<file path="src/rtl/muldiv_ctrl.sv">
// muldiv_ctrl: sequencer for the HI/LO multiply/divide unit.
// Signed multiply uses 32 radix-2 Booth steps. Signed divide uses 32 restoring
// steps on magnitudes and then one sign fix-up cycle. HI/LO keep the previous
// result until the transition into DONE.
// Optional feature macro: MULDIV_FAST_ZERO_EN makes a multiply with a zero
// operand skip the Booth steps and complete in one cycle with HI=LO=0.
module muldiv_ctrl (
  input  logic        clock,
  input  logic        reset,
  input  logic        start,
  input  logic        op,
  input  logic [31:0] a,
  input  logic [31:0] b,
  output logic        busy,
  output logic        done,
  output logic        div_zero,
  output logic [31:0] hi,
  output logic [31:0] lo
);

  typedef enum logic [2:0] {
    S_IDLE = 3'd0,
    S_MULT = 3'd1,
    S_DIV  = 3'd2,
    S_FIX  = 3'd3,
    S_DONE = 3'd4
  } state_t;

  // Magnitude of a two's complement word. 0x80000000 maps to 2^31, which is
  // still exact when the result is read as unsigned.
  function automatic logic [31:0] f_abs(input logic signed [31:0] v);
    logic [31:0] r;
    r = v[31] ? (~v + 32'd1) : v;
    return r;
  endfunction

  // Conditional two's complement negation used by the divide sign fix-up.
  function automatic logic [31:0] f_neg_if(input logic [31:0] v, input logic neg);
    logic [31:0] r;
    r = neg ? (~v + 32'd1) : v;
    return r;
  endfunction

  state_t             r_state;
  logic [4:0]         r_cnt;
  logic               r_busy;
  logic               r_done;
  logic               r_div_zero;
  logic [31:0]        r_hi;
  logic [31:0]        r_lo;

  // Booth working registers. The accumulator carries one guard bit so that
  // subtracting a multiplicand of -2^31 does not overflow.
  logic signed [32:0] r_acc;
  logic [31:0]        r_q;
  logic               r_qm1;
  logic signed [32:0] r_mcand;

  // Restoring-divide working registers (unsigned magnitudes plus sign bits).
  logic [31:0]        r_rem;
  logic [31:0]        r_quo;
  logic [31:0]        r_dvs;
  logic               r_sign_q;
  logic               r_sign_r;

  logic signed [33:0] w_acc_ext;
  logic signed [33:0] w_mcand_ext;
  logic signed [33:0] w_booth_sum;
  logic [32:0]        w_rem_sh;
  logic               w_fits;
  logic [31:0]        w_trial;
  logic [31:0]        w_rem_nxt;
  logic [31:0]        w_quo_nxt;
  logic               w_fast_zero;

  assign w_acc_ext   = {r_acc[32], r_acc};
  assign w_mcand_ext = {r_mcand[32], r_mcand};

  // Booth add/subtract selected by the current multiplier bit pair.
  always_comb begin
    w_booth_sum = w_acc_ext;
    case ({r_q[0], r_qm1})
      2'b01:   w_booth_sum = w_acc_ext + w_mcand_ext;
      2'b10:   w_booth_sum = w_acc_ext - w_mcand_ext;
      default: w_booth_sum = w_acc_ext;
    endcase
  end

  // One restoring-divide step: shift in the next dividend bit and keep the
  // trial difference only when it does not borrow. When it fits, the true
  // difference is below the divisor, so its low 32 bits are exact.
  assign w_rem_sh  = {r_rem, r_quo[31]};
  assign w_fits    = (w_rem_sh >= {1'b0, r_dvs});
  assign w_trial   = w_rem_sh[31:0] - r_dvs;
  assign w_rem_nxt = w_fits ? w_trial : w_rem_sh[31:0];
  assign w_quo_nxt = {r_quo[30:0], w_fits};

`ifdef MULDIV_FAST_ZERO_EN
  assign w_fast_zero = (a == 32'd0) || (b == 32'd0);
`else
  assign w_fast_zero = 1'b0;
`endif

  // Control FSM with registered busy/done/div_zero and the HI/LO result.
  always_ff @(posedge clock) begin
    if (reset) begin
      r_state    <= S_IDLE;
      r_cnt      <= 5'd0;
      r_busy     <= 1'b0;
      r_done     <= 1'b0;
      r_div_zero <= 1'b0;
      r_hi       <= 32'd0;
      r_lo       <= 32'd0;
      r_acc      <= '0;
      r_q        <= 32'd0;
      r_qm1      <= 1'b0;
      r_mcand    <= '0;
      r_rem      <= 32'd0;
      r_quo      <= 32'd0;
      r_dvs      <= 32'd0;
      r_sign_q   <= 1'b0;
      r_sign_r   <= 1'b0;
    end else begin
      case (r_state)
        S_IDLE, S_DONE: begin
          r_state    <= S_IDLE;
          r_busy     <= 1'b0;
          r_done     <= 1'b0;
          r_div_zero <= 1'b0;
          if (start) begin
            r_cnt    <= 5'd0;
            r_acc    <= '0;
            r_q      <= a;
            r_qm1    <= 1'b0;
            r_mcand  <= {b[31], b};
            r_rem    <= 32'd0;
            r_quo    <= f_abs(a);
            r_dvs    <= f_abs(b);
            r_sign_q <= a[31] ^ b[31];
            r_sign_r <= a[31];
            if (op) begin
              if (b == 32'd0) begin
                // Divide by zero: report immediately, HI/LO untouched.
                r_state    <= S_DONE;
                r_done     <= 1'b1;
                r_div_zero <= 1'b1;
              end else begin
                r_state <= S_DIV;
                r_busy  <= 1'b1;
              end
            end else if (w_fast_zero) begin
              r_state <= S_DONE;
              r_done  <= 1'b1;
              r_hi    <= 32'd0;
              r_lo    <= 32'd0;
            end else begin
              r_state <= S_MULT;
              r_busy  <= 1'b1;
            end
          end
        end

        S_MULT: begin
          // Add/subtract then arithmetic shift of {acc, q, q-1} right by one.
          r_acc <= w_booth_sum[33:1];
          r_q   <= {w_booth_sum[0], r_q[31:1]};
          r_qm1 <= r_q[0];
          r_cnt <= r_cnt + 5'd1;
          if (r_cnt == 5'd31) begin
            r_state <= S_DONE;
            r_busy  <= 1'b0;
            r_done  <= 1'b1;
            r_hi    <= w_booth_sum[32:1];
            r_lo    <= {w_booth_sum[0], r_q[31:1]};
          end
        end

        S_DIV: begin
          r_rem <= w_rem_nxt;
          r_quo <= w_quo_nxt;
          r_cnt <= r_cnt + 5'd1;
          if (r_cnt == 5'd31) begin
            r_state <= S_FIX;
          end
        end

        S_FIX: begin
          // Quotient takes sign(a)^sign(b); remainder takes sign(a).
          r_state <= S_DONE;
          r_busy  <= 1'b0;
          r_done  <= 1'b1;
          r_lo    <= f_neg_if(r_quo, r_sign_q);
          r_hi    <= f_neg_if(r_rem, r_sign_r);
        end

        default: begin
          r_state <= S_IDLE;
          r_busy  <= 1'b0;
          r_done  <= 1'b0;
        end
      endcase
    end
  end

  assign busy     = r_busy;
  assign done     = r_done;
  assign div_zero = r_div_zero;
  assign hi       = r_hi;
  assign lo       = r_lo;

endmodule

</file>
<file path="config.mk">
export PLATFORM = sky130hd
export DESIGN_NAME = muldiv_ctrl
export DESIGN_NICKNAME = d
export VERILOG_FILES = /design/src/rtl/muldiv_ctrl.sv
export SDC_FILE = /design/constraint.sdc
export NUM_CORES = 1
export LEC_CHECK = 0
export CORE_MARGIN = 1
export CORE_UTILIZATION = 55
export CTS_CLUSTER_SIZE = 16
export DETAILED_ROUTE_END_ITERATION = 6
export GPL_TIMING_DRIVEN = 0
export PLACE_DENSITY = 0.76
export SLEW_MARGIN = 20
export SYNTH_ARGS = -nofsm -noshare
export SYNTH_HDL_FRONTEND = slang
export SYNTH_SLANG_ARGS = --single-unit
</file>
<file path="constraint.sdc">
create_clock -name clock -period 5.6 [get_ports clock]
set_input_delay 1.12 -clock clock [delete_from_list [all_inputs] [get_ports clock]]
set_output_delay 1.12 -clock clock [all_outputs]
set_load 0.03 [all_outputs]
</file>
==> summary.md, run 1 <==
| Metric | Value |
|---|---|
| Mean Syn Cell Area | 7.66 µm² |
| XOR/XNOR share of the synthesized area | about a tenth |
| Placed cell area | 19,000 µm² |
| Worst-Margin Slew | 1.21 ns |
| Ys Warns | 0 |
| Class of the worst hold path | flop to flop |
| Initial Util | 56.0% |
| Leak | 0.00743 µW |
| Post-route design area | 20,100 µm² |
| Fin crit share | 98.5% |
| Primary FF master, synth | dfxtp_1 |
| Critical path buffers and inverters | 2 |
| Reg area | 5410 µm² |
| Share of synthesized cell area in and, or, nand and nor gates | 18.5% |
| Crit path DAT | roughly 6 ns |
| Initial antenna violation count | 0 |
| Fmax | ~0.18 GHz |
| TritonCTS clock tree | done |
| Overall power | 5730 µW |
| Largest family of logic cells by synthesized area | compound AO/OA/AOI/OAI gates |
| Reg-to-reg endpoint | hi[27] |
| Max cap viols | 0 |
| Synth Area in Adders | 5.55% |
| Reg2reg setup slack | ~0.084 ns |
| Asr flop ratio synth | 0% |
| Post-Syn Area | about 17,000 µm² |
| Crit-path leading delay family | compound AO/OA/AOI/OAI gates |
| Fillers | 2,719 |
| Dpl hpwl | 50,500 µm |
| Antenna viol nets, final | 0 |
| Seq cells post-synth | 270 |
| Leading area contributor after synthesis | dfxtp_1 |
| Final Max Tran Viols | 0 |
| Inst Count DP | 2,771 |
| Layout area overhead | 16.8% |
| Pwr/cell area | 286 nW/µm² |
| Clock edge transition at the registers on the reported setup and hold paths | around 0.06 ns |
| Sequential share of the synthesized area | a little under a third |
| Area occupied by multi-input gates | ~11,000 µm² |
| Diode count | 0 |
| DRC viols | 0 |
| Post-Syn Instances | 2,242 |
| Worst skew pair latency | 0.59 ns |
| GP Congestion | 0.964 |
| Reg2reg start | r_q[0] |
| Setup CP Type | flop to flop |
| Total wire length | ~65,000 µm |
| Cells on worst reg2reg path | 14 |
| Worst Hold Endpoint | lo[8] |
| Largest net degree at the start of global routing | 17 |
| Global-route wire length before repair | 95,700 µm |
| Num CTS Buffers | 31 |
| Mux contribution to synthesized area | less than 1% |
| Vias in the first global route | 16,200 |
| Post-synthesis cell type count | 70 |
| Final setup viols | 0 |
| Drt via density | 6.52 |
| GRT Total Usage | 39.7% |
| # H-tree levels | 1 |
| Worst Min Path Start | lo[8] |
| Startpoint types | flop |
| Clock sinks | 270 |
| Max-slew headroom | about a fifth |
| Post-synth EDFFs | 0 |
| Layout Cells excl Fill | 2,827 |
| Setup Buffers After CTS | 0 |
| Die area | 31,900 µm² |
| I/O pins | 135 |
| Unrepaired setup endpoints after global routing | no |
| WL per Instance | 23.2 µm |
| Syn nets | 2,385 |
| DRT iter0 DRCs | 2,203 |
| Final hold vios | 0 |
| Total gr overflow | 0 |
| VDD IR max | 0.262 mV |
| FP Rows | 64 |
| CP max stage delay | 0.90 ns |
| Peak fanout along the critical path | 10 |
| Area contributors post-synth | dfxtp_1 (31%), a21oi_1 (6.8%), nand2_1 (6.7%) |
| Compound-gate portion of the synthesized area | 28.7% |
| Via count | 18,400 |
| Hold Crit Depth | 2 |
| # nets final | ~2,600 |
| Die W | 179 µm |
| Status | complete, no violations |
| Synth top area share | roughly a third |
| DR pass1 iterations | 6 |
| Tmin final | 5.52 ns |
| CP max stage cell | a221oi_1 |
| Fraction of layout cells with a size suffix above 1 | around 2.8% |
| Port bufs | between 100 and 150 |
| Crit. End Element | flop |
| CTS Root Cell | clkbuf_16 |
| Core area | 30,700 µm² |
| Worst path cell trace | ha_1 > clkbuf_1 > clkbuf_1 > mux2i_1 > fa_1 > a211oi_1 > o21bai_1 > a221oi_1 > a2111oi_2 > o21ai_0 > o21bai_1 > xor2_1 > a21oi_1 > o22ai_1 |
| Worst Skew | between 0.015 and 0.02 ns |
| Max Root-Sink Buffers | 3 |
| Req. time, crit path | about 6.0 ns |
| Chip Height | 179 µm |
==> worst max-delay path by stage <==
| stage | from | end | slack, ns | depth (start not counted) |
|---|---|---|---|---|
| after floorplan | r_mcand[2] | r_acc[25] | 1.20 | 17 |
| after global placement | r_mcand[2] | hi[29] | -0.33 | 17 |
| after detailed placement | r_mcand[2] | hi[29] | -0.35 | 17 |
| after CTS | r_mcand[2] | hi[29] | 0.04 | 17 |
| after global routing | r_mcand[2] | hi[29] | 0.04 | 15 |
| final | r_q[0] | hi[27] | 0.08 | 14 |
==> registers in the layout (all words and copies together), names as in the netlist, 31 cells and up <==
signal and cells:
hi 32, r_mcand 32, r_rem 32, r_dvs 31
lo 32, r_quo 32, r_acc 33, r_q 32
==> power by group <==
part | leakage [µW] | total [µW] | switching, µW | internal, µW
clock network | 0.000510 | 2120 | 862 | 1250
logic | 0.00472 | 1490 | 962 | 527
registers | 0.00220 | 2130 | 108 | 2020
total | 0.00743 | 5730 | 1930 | 3800
==> kinds of logic (layout without fill, tap and decap cells) <==
kind of cell / after synthesis / after routing
xor gates and xnor gates: 198 / 198
adders and majority gates: 75 / 75
AOI/OAI and AO/OA: 763 / 763
and+or+nand+nor: 705 / 705
muxes: 17 / 17
buffers and inverters: 214 / 403
DFF: 270 / 270
==> metal layers <==
metal / vias up / routed length [µm] / track usage (%)
met5: - / 0 / 0
met4: 0 / 3520 / 20.3
met3: 174 / 6470 / 5.49
met2: 1059 / 27800 / 59.9
met1: 8734 / 27600 / 55.0
li1: 8458 / - / -
==> synth_stat cells (13+ instances only) <==
cell type,number
nand2_1,306
a31oi_1,14
and3_1,15
o22ai_1,17
or3_1,18
nor2b_1,13
inv_1,71
a22oi_1,73
mux2i_1,16
xor2_1,86
a211oi_1,49
nand2b_1,16
a21o_1,30
clkbuf_1,126
o21bai_1,15
o31ai_1,40
nor3_1,32
or4_1,21
dfxtp_1,270
a221oi_1,15
a311oi_1,14
nor2_1,193
nand3_1,31
a21oi_1,234
xnor2_1,112
o21ai_0,142
o41ai_1,21
buf_1,16
o221ai_1,17
ha_1,73
==> repair_timing <==
item,4_1_cts,5_1_grt
hold buffers,0,0
gates resized for setup,3,3
setup endpoints to repair,9,13
pin swaps,0,1
==> worst reg2reg max path, stage by stage, from the launching register on <==
cell,delay (ns)
dfxtp_1,0.40
ha_1,0.16
clkbuf_1,0.43
clkbuf_1,0.59
mux2i_1,0.25
fa_1,0.51
a211oi_1,0.29
o21bai_1,0.21
a221oi_1,0.90
a2111oi_2,0.24
o21ai_0,0.48
o21bai_1,0.16
xor2_1,0.19
a21oi_1,0.44
o22ai_1,0.12
==> cell type report <==
class | count | area share, %
clock inverter | 7 | 0.642
timing repair buffer | 133 | 6.63
sequential | 270 | 26.9
inverter | 71 | 1.33
buffer | 143 | 2.68
tap | 396 | 2.47
clock buffer | 49 | 4.55
multi-input combinational | 1758 | 54.8
==> stage by stage <==
| step | setup WS (ns) | hold WS (ns) | setup TNS (ns) | util [%] |
|---|---|---|---|---|
| after floorplan | 1.20 | 0.429 | 0 | - |
| after global placement | -0.327 | 0.439 | -1.15 | 62.0 |
| after detailed placement | -0.354 | 0.446 | -1.06 | 62.0 |
| after CTS | 0.0352 | 0.454 | 0 | 65.4 |
| after global routing | 0.0363 | 0.471 | 0 | 65.4 |
| final | 0.0839 | 0.453 | 0 | 65.4 |
==> cell usage in the layout, fill, tap and decap left out, types with 31 or more instances in the layout <==
master / count
nand2_1: 306
dfxtp_1: 270
a21oi_1: 234
nor2_1: 193
o21ai_0: 142
clkbuf_1: 137
clkdlybuf4s50_1: 133
xnor2_1: 112
xor2_1: 86
a22oi_1: 73
ha_1: 73
inv_1: 71
a211oi_1: 49
o31ai_1: 40
nor3_1: 32
nand3_1: 31
clkbuf_16: 31
Power figures use the tool's default switching activity.
==> run 2, diff against run 1 <==
--- a/config.mk
+++ b/config.mk
@@ -11,6 +11,7 @@
 export DETAILED_ROUTE_END_ITERATION = 6
 export GPL_TIMING_DRIVEN = 0
 export PLACE_DENSITY = 0.76
+export SKIP_CTS_REPAIR_TIMING = 1
 export SLEW_MARGIN = 20
 export SYNTH_ARGS = -nofsm -noshare
 export SYNTH_HDL_FRONTEND = slang
==> summary.md, run 2 (synthesis gave the netlist of run 1 again) <==
| Metric | Value |
|---|---|
| Reg with most FFs | r_acc |
| VDD IR max | roughly 0.26 mV |
| Req. time, crit path | between 6 and 7 ns |
| Unrepaired setup endpoints after global routing | no |
| Max cap viols | 0 |
| CTS Root Cell | clkbuf_16 |
| Die W | between 150 and 200 µm |
| Drt via density | 6.50 |
| Cells on worst reg2reg path | 14 |
| Final Max Tran Viols | 0 |
| Core area | 30,700 µm² |
| Worst Skew | 0.0152 ns |
| Pwr/cell area | 286 nW/µm² |
| Dpl ws | -0.354 ns |
| Crit-path leading delay family | compound AO/OA/AOI/OAI gates |
| GRT Total Usage | between 30% and 40% |
| Port bufs | 133 |
| Layout area overhead | 16.8% |
| GP Congestion | 0.964 |
| Max reg flops | 33 |
| Diode count | 0 |
| Leak | 0.00743 µW |
| Critical path buffers and inverters | 2 |
| Max-slew headroom | 18.3% |
| Worst-Margin Slew | 1.22 ns |
| FP Rows | 64 |
| Fmax | 0.182 GHz |
| Tmin final | 5.49 ns |
| Total wire length | ~65,000 µm |
| Initial Util | around 56% |
| Peak fanout along the critical path | 10 |
| Fraction of layout cells with a size suffix above 1 | about 2.8% |
| Clock sinks | 270 |
| Max Root-Sink Buffers | 3 |
| Global-route wire length before repair | 95,700 µm |
| Worst skew pair latency | between 0.5 and 0.6 ns |
| # H-tree levels | 1 |
| Startpoint types | flop |
| Final setup margin | 0.110 ns |
| Largest net degree at the start of global routing | 17 |
| CP max stage cell | a221oi_1 |
| Reg2reg setup slack | ~0.11 ns |
| Crit path DAT | 5.93 ns |
| Via count | 18,400 |
| Post-route design area | between 20,000 and 25,000 µm² |
| Antenna viol nets, final | 0 |
| Final setup viols | 0 |
| I/O pins | 135 |
| WL per Instance | 23.1 µm |
| CP max stage delay | between 0.8 and 0.9 ns |
| Clock edge transition at the registers on the reported setup and hold paths | 0.06 ns |
| Vias in the first global route | 16,200 |
| Total gr overflow | 0 |
| Commonest non-fill, non-tap cell in the layout | nand2_1 |
| DRC viols | 0 |
| Status | complete, no violations |
| DRT iter0 DRCs | ~2,200 |
| Final hold vios | 0 |
| Setup CP Type | flop to flop |
| Worst Hold Endpoint | lo[19] |
| Initial antenna violation count | 0 |
| # nets final | 2,551 |
| Commonest cells after routing, fill and taps aside | nand2_1 (306), dfxtp_1 (270), a21oi_1 (234), nor2_1 (193), o21ai_0 (142) |
| Dpl hpwl | 50,500 µm |
| Worst path cell trace | ha_1 > clkbuf_1 > clkbuf_1 > mux2i_1 > fa_1 > a211oi_1 > o21bai_1 > a221oi_1 > a2111oi_2 > o21ai_0 > o21bai_1 > xor2_1 > a21oi_1 > o22ai_1 |
| Setup TNS | 0 ns |
| Layout Cells excl Fill | ~2,800 |
| Crit. End Element | flop |
| Chip Height | approximately 180 µm |
| Hold slack | 0.453 ns |
| DR pass1 iterations | 7 |
| Reg2reg start | r_q[0] |
| TritonCTS clock tree | done |
| Reg-to-reg endpoint | hi[27] |
| Fin crit share | 98.0% |
| Num CTS Buffers | 31 |
| Placed cell area | 19,000 µm² |
| Inst Count DP | around 2,800 |
| Worst Min Path Start | lo[19] |
| Fillers | about 2,700 |
| Die area | approximately 32,000 µm² |
| Hold Crit Depth | 2 |
| Class of the worst hold path | flop to flop |
run 2: layout make-up:
| cell class | instances | area [µm²] | area share, % |
|---|---|---|---|
| Buffer | 143 | 538 | 2.68 |
| Clock buffer | 49 | 913 | 4.55 |
| Clock inverter | 7 | 129 | 0.642 |
| Inverter | 71 | 267 | 1.33 |
| Multi-Input combinational cell | 1758 | 11000 | 54.8 |
| Sequential cell | 270 | 5410 | 26.9 |
| Tap cell | 396 | 495 | 2.47 |
| Timing Repair Buffer | 133 | 1330 | 6.63 |
run 2: worst max path at each step:
stage,from,to,depth (start not counted)
2_1_floorplan,r_mcand[2],r_acc[25],17
3_3_place_gp,r_mcand[2],hi[29],17
3_5_place_dp,r_mcand[2],hi[29],17
4_1_cts,r_mcand[2],hi[29],17
5_1_grt,r_mcand[2],hi[29],15
6_report,r_q[0],hi[27],14
run 2: tightest hold or removal path: stages, from the launching register on:
cell and delay [ns]:
dfxtp_1 0.31, nand2_1 0.05, a21oi_1 0.05
run 2: layer usage:
layer / part of all wire [%] / vias to the layer above / wire (µm) / GRT usage [%]
li1: - / 8460 / - / -
met1: 42 / 8672 / 27600 / 55.0
met2: 43 / 1058 / 27900 / 59.9
met3: 9.8 / 188 / 6380 / 5.49
met4: 5.4 / 0 / 3540 / 20.3
met5: 0 / - / 0 / 0
run 2: power by group:
part           internal (µW)  switching (µW)  total (µW)
registers               2020             108        2130
clock network           1250             860        2110
logic                    527             961        1490
run 2: metrics by stage:
step	total power [µW]	utilization, %
2_1_floorplan	3120	-
3_3_place_gp	3570	62.0
3_5_place_dp	3590	62.0
4_1_cts	5670	65.4
5_1_grt	5920	65.4
6_report	5730	65.4
